`src/rtl/escalonador_round_robin.sv`:
```
// Round-robin process scheduler: quantum counting, PC save/restore and context-switch pulse generation.
// Optional I/O blocking of slots is compiled in with `define SCHED_IO_BLOCK_EN.
module escalonador_round_robin #(
  parameter int NUM_PROC = 8,
  parameter int QUANTUM  = 16,
  parameter int PC_W     = 32,
  localparam int ID_W    = $clog2(NUM_PROC)
) (
  input  logic            clock,
  input  logic            reset,
  input  logic            enable,
  input  logic            instr_valid,
  input  logic [PC_W-1:0] pc,
  input  logic            fim_processo,
  input  logic            instrucao_io,
  input  logic            io_done,
  input  logic [ID_W-1:0] io_done_id,
  input  logic            proc_load,
  input  logic [ID_W-1:0] proc_load_id,
  input  logic [PC_W-1:0] proc_load_pc,
  output logic            troca_contexto,
  output logic [PC_W-1:0] pc_retorno,
  output logic [31:0]     processo_atual,
  output logic            intrucao_io_contexto,
  output logic            ocioso,
  output logic [7:0]      quantum_restante
);

  typedef enum logic [2:0] {
    S_IDLE,
    S_RUN,
    S_SAVE,
    S_SELECT,
    S_DISPATCH
  } state_e;

  state_e              state_q;
  logic [NUM_PROC-1:0] valid_q;
  logic [NUM_PROC-1:0] runnable;
  logic [PC_W-1:0]     pc_table_q [NUM_PROC];
  logic [ID_W-1:0]     atual_q;
  logic                from_idle_q;
  logic                cause_end_q;
  logic                cause_io_q;
  logic [7:0]          quantum_q;
  logic                troca_q;
  logic                io_ctx_q;
  logic [PC_W-1:0]     pc_ret_q;

  logic [ID_W-1:0]     base_d;
  logic [ID_W-1:0]     idx_d;
  logic [ID_W-1:0]     sel_d;
  logic                sel_found_d;

`ifdef SCHED_IO_BLOCK_EN
  logic [NUM_PROC-1:0] blocked_q;
  assign runnable = valid_q & ~blocked_q;
`else
  logic unused_io;
  assign unused_io = ^{io_done, io_done_id};
  assign runnable  = valid_q;
`endif

  // Circular search: from IDLE the current slot is a candidate first, after a
  // save the search starts one past it and only reaches it again last.
  always_comb begin
    base_d      = from_idle_q ? atual_q : atual_q + ID_W'(1);
    idx_d       = '0;
    sel_d       = '0;
    sel_found_d = 1'b0;
    for (int k = NUM_PROC - 1; k >= 0; k--) begin
      idx_d = base_d + ID_W'(k);
      if (runnable[idx_d]) begin
        sel_d       = idx_d;
        sel_found_d = 1'b1;
      end
    end
  end

  always_ff @(posedge clock) begin
    if (reset) begin
      state_q     <= S_IDLE;
      valid_q     <= '0;
      atual_q     <= '0;
      from_idle_q <= 1'b0;
      cause_end_q <= 1'b0;
      cause_io_q  <= 1'b0;
      quantum_q   <= 8'(QUANTUM);
      troca_q     <= 1'b0;
      io_ctx_q    <= 1'b0;
      pc_ret_q    <= '0;
      for (int i = 0; i < NUM_PROC; i++) pc_table_q[i] <= '0;
`ifdef SCHED_IO_BLOCK_EN
      blocked_q   <= '0;
`endif
    end else begin
      troca_q  <= 1'b0;
      io_ctx_q <= 1'b0;
`ifdef SCHED_IO_BLOCK_EN
      // Written before the SAVE update so a same-cycle I/O save keeps the slot blocked.
      if (io_done) blocked_q[io_done_id] <= 1'b0;
`endif
      case (state_q)
        S_IDLE: begin
          if (enable && (|runnable)) begin
            from_idle_q <= 1'b1;
            cause_end_q <= 1'b0;
            cause_io_q  <= 1'b0;
            state_q     <= S_SELECT;
          end
        end
        S_RUN: begin
          if (!enable) begin
            state_q <= S_IDLE;
          end else begin
            if (instr_valid) quantum_q <= quantum_q - 8'd1;
            if (fim_processo) begin
              cause_end_q <= 1'b1;
              cause_io_q  <= 1'b0;
              state_q     <= S_SAVE;
            end else if (instrucao_io) begin
              cause_end_q <= 1'b0;
              cause_io_q  <= 1'b1;
              state_q     <= S_SAVE;
            end else if (instr_valid && quantum_q == 8'd1) begin
              cause_end_q <= 1'b0;
              cause_io_q  <= 1'b0;
              state_q     <= S_SAVE;
            end
          end
        end
        S_SAVE: begin
          pc_table_q[atual_q] <= pc;
          if (cause_end_q) valid_q[atual_q] <= 1'b0;
`ifdef SCHED_IO_BLOCK_EN
          if (cause_io_q) blocked_q[atual_q] <= 1'b1;
`endif
          from_idle_q <= 1'b0;
          state_q     <= S_SELECT;
        end
        S_SELECT: begin
          if (sel_found_d) begin
            atual_q   <= sel_d;
            pc_ret_q  <= pc_table_q[sel_d];
            troca_q   <= 1'b1;
            io_ctx_q  <= cause_io_q;
            quantum_q <= 8'(QUANTUM);
            state_q   <= S_DISPATCH;
          end else begin
            state_q <= S_IDLE;
          end
        end
        S_DISPATCH: state_q <= S_RUN;
        default:    state_q <= S_IDLE;
      endcase
      // Placed last so a load overrides a same-cycle save to the same slot.
      if (proc_load) begin
        valid_q[proc_load_id]    <= 1'b1;
        pc_table_q[proc_load_id] <= proc_load_pc;
`ifdef SCHED_IO_BLOCK_EN
        blocked_q[proc_load_id]  <= 1'b0;
`endif
      end
    end
  end

  // The CPU loads pc_retorno in the single cycle troca_contexto is high; there is no back-pressure.
  assign troca_contexto       = troca_q;
  assign pc_retorno           = pc_ret_q;
  assign processo_atual       = 32'(atual_q);
  assign intrucao_io_contexto = io_ctx_q;
  assign ocioso               = ~(|runnable);
  assign quantum_restante     = quantum_q;

endmodule

```
`config.mk`:
```
export PLATFORM = sky130hd
export DESIGN_NAME = escalonador_round_robin
export DESIGN_NICKNAME = d
export VERILOG_FILES = /design/src/rtl/escalonador_round_robin.sv
export SDC_FILE = /design/constraint.sdc
export NUM_CORES = 1
export LEC_CHECK = 0
export BUFFER_PORTS_ARGS = -buffer_cell sky130_fd_sc_hd__buf_2
export CORE_UTILIZATION = 30
export CTS_BUF_LIST = sky130_fd_sc_hd__clkbuf_4 sky130_fd_sc_hd__clkbuf_8 sky130_fd_sc_hd__clkbuf_16
export DETAILED_ROUTE_END_ITERATION = 8
export GPL_ROUTABILITY_DRIVEN = 1
export HOLD_SLACK_MARGIN = 0.12
export SYNTH_ARGS = -nofsm -noshare
export SYNTH_HDL_FRONTEND = slang
export SYNTH_SLANG_ARGS = --single-unit
```
`constraint.sdc`:
```
create_clock -name clock -period 5.3 [get_ports clock]
set_clock_uncertainty 0.05 [all_clocks]
set_input_delay 1.06 -clock clock [delete_from_list [all_inputs] [get_ports clock]]
set_output_delay 1.06 -clock clock [all_outputs]
set_load 0.02 [all_outputs]
```
==> impl_metrics.yaml <==
sta:
  final.period_utilization_pct: 86.0
  setup_tns_ns: 0
  grt_setup_unrepaired: "false"
  worst_slew_margin_rel_pct: 43.2
  finalHoldViolations: 0
  setup_violations: 0
  max_freq_mhz: 219
  drv_slew: 0
  setup_slack_ns: 0.744
  layout_min_cycle_time_ns: 4.56
  worst_slew_pin_slew_ns: 0.847
synth:
  ys_seq_area_share_pct: 54.1
  synthesis.area_um2: 16400
  synth_area_leaders: "edfxtp_1 (47%), a22o_1 (14%), dfxtp_1 (7.2%), o211ai_1 (4.8%), mux2_2 (3.7%)"
  synth.ff_latch_count: 315
  netlist.area_leader.share_pct: 46.9
  synth_edf_count: 256
  yosys_warnings: 0
  syn_area_per_cell_um2: 11.8
  async_flop_share_pct: 0
  yosys.area.top_type: "edfxtp_1"
  ys_types: 65
  synth_most_common_cell: "a22o_1"
  synthTopCellsByCount: "a22o_1 (257), edfxtp_1 (256), o211ai_1 (105)"
  ys.flop_type: "edfxtp_1"
  syn_inst: 1390
clock_network:
  cts_buffer_depth: 3
  cts-buffers-inserted: 34
  cts_tree: "done"
  cts.clk_slew.worst_paths_ns: 0.06
  clk_latency_ns: 0.53
  clock-sinks: 315
  hold_buffers: 0
  post_cts_buffers: 0
  ctsResizeCount: 0
  htreeDepth: 2
  root_buffer: "clkbuf_16"
routing:
  initialDrtViolationCount: 1158
  antenna_left: 0
  viasPerCell: 5.86
  num_vias: 12600
  drc: 0
  wire_per_inst_um: 25.3
  drtPass1Iterations: 6
  finalWirelength_um: 54200
power_and_ir_drop:
  p_clk_share_pct: 34.5
  total_power_w: 0.00702
  swShare_pct: 30.9
  leakage_nw: 6.92
  p_comb_share_pct: 24.8
  peakVddDrop_v: 0.000210
  p_int_w: 0.00485
  p_switching_w: 0.00217
  seqPwrFrac_pct: 40.7
  powerDensity_nw_per_um2: 370
critical_path:
  end_kind: "flop"
  crit_family: "compound AO/OA/AOI/OAI gates"
  startpoint_type: "flop"
  cp_slowest_stage_delay_ns: 0.62
  cp_max_fo: 22
  reg2reg_slack_ns: 0.74
  crit_type: "flop to flop"
  reg2reg_from: "atual_q[1]"
  crit_slowest_cell: "mux4_2"
  cp-startpoint: "atual_q[1]"
  cp_num_buf_inv: 2
  path_common_cell: "ha_1"
  required_ns: 5.61
  path_cells: "ha_1, nor2b_1, a21oi_1, inv_1, ha_1, xnor2_1, mux4_2, a32oi_1, o221ai_4, o21a_4, buf_4, mux2_2, o211ai_1, a31oi_1"
  worst_ep_arrival_time_ns: 4.86
global_routing:
  grt_pass1_wl_um: 80200
  grt_max_degree: 51
  antenna_found_initial: 9
  grt-ovfl-total: 0
  grt_usage_pct: 19.1
  first_global_vias: 12300
placement:
  dp_cells: 2080
  placed_area_um2: 17800
  place_congestion: 0.855
  port_buffers: 119
  hpwl_um: 31700
  post-place-ws_ns: 0.841
finish:
  fin_cells: 2145
  multiInputGateArea_um2: 6710
  syn2layout_area_growth_pct: 15.8
  drive_gt1_share_pct: 24.0
  fillers: 5180
  fin_nets: 1502
  design_area_um2: 19000
  seq_area_um2: 8870
worst_hold_path:
  min_path_type: "flop to flop"
  hold_start: "cause_io_q"
floorplan:
  placementRows: 85
  fp.coreArea_um2: 53900
  io_pins: 153
  die_h_um: 236
  die_w_um: 236
  start_util_pct: 30.4
  die_area_um2: 55500
outcome:
  outcome: "finished clean"
job:
  cap_violations: 0
-- layout by cell type, fill, tap and decap left out, types with 29 or more instances in the layout --
master     netlist  layout
nor2_1          37      31
mux2_2          54      54
conb_1           1      29
inv_1           58      58
a22o_1         257     257
dfxtp_1         59      59
edfxtp_1       256     256
o2111ai_1       30      29
nand2_1         46      46
o211ai_1       105     105
clkbuf_16        0      34
a31oi_1         36      35
buf_4           31      51
buf_2           13     119
o21ai_0         51      44
-- metal layers --
metal	part of all wire (%)	track usage [%]	routed length (um)
met1	40	24.2	21500
met2	48	31.5	25900
met3	9.2	4.56	4970
met4	3.2	7.05	1750
met5	0.12	0	65
-- state kept, by name, summed over array words and instances (netlist names) --
signal / count
pc_table_q: 256
cause_end_q: 1
quantum_restante: 8
state_q: 3
runnable: 8
cause_io_q: 1
intrucao_io_contexto: 1
troca_contexto: 1
pc_retorno: 32
atual_q: 3
from_idle_q: 1
-- kinds of logic (layout without fill, tap and decap cells) --
family / Yosys count / count (layout) / synth area share (%)
xor gates and xnor gates: 12 / 12 / 0.848
other: 1 / 32 / 0.0229
muxes: 80 / 80 / 6.45
DFF: 315 / 315 / 54.1
and+or+nand+nor: 150 / 150 / 4.38
adders and majority gates: 4 / 4 / 0.305
buffers and inverters: 271 / 299 / 7.06
AOI/OAI and AO/OA: 557 / 557 / 26.8
-- layout make-up --
class                      count  share of cell area, %
antenna                        3                 0.0396
clock buffer                  46                   5.06
clock inverter                16                  0.910
inverter                      58                   1.15
multi-input combinational    832                   35.4
sequential                   315                   46.8
tap                          696                   4.59
timing repair buffer         179                   6.11
-- metrics by stage --
step | utilization, % | hold slack, ns
2_1_floorplan | - | 0.394
3_3_place_gp | 33.1 | 0.432
3_5_place_dp | 33.1 | 0.439
4_1_cts | 35.2 | 0.445
5_1_grt | 35.2 | 0.463
6_report | 35.2 | 0.444
-- final timing paths --
check,to,cells past startpoint
worst max-delay path,pc_retorno[10],14
worst min-delay path,intrucao_io_contexto,1
worst max register to register,pc_retorno[10],14
worst min register to register,intrucao_io_contexto,1
-- power by group through the flow --
stage	clock network [W]	logic, W	registers [W]
floorplan	0	0.00111	0.00292
global placement	0	0.00172	0.00290
detailed placement	0	0.00174	0.00291
CTS	0.00245	0.00175	0.00285
global route	0.00254	0.00186	0.00287
finish	0.00242	0.00174	0.00285
(Power assumes the default switching activity.)
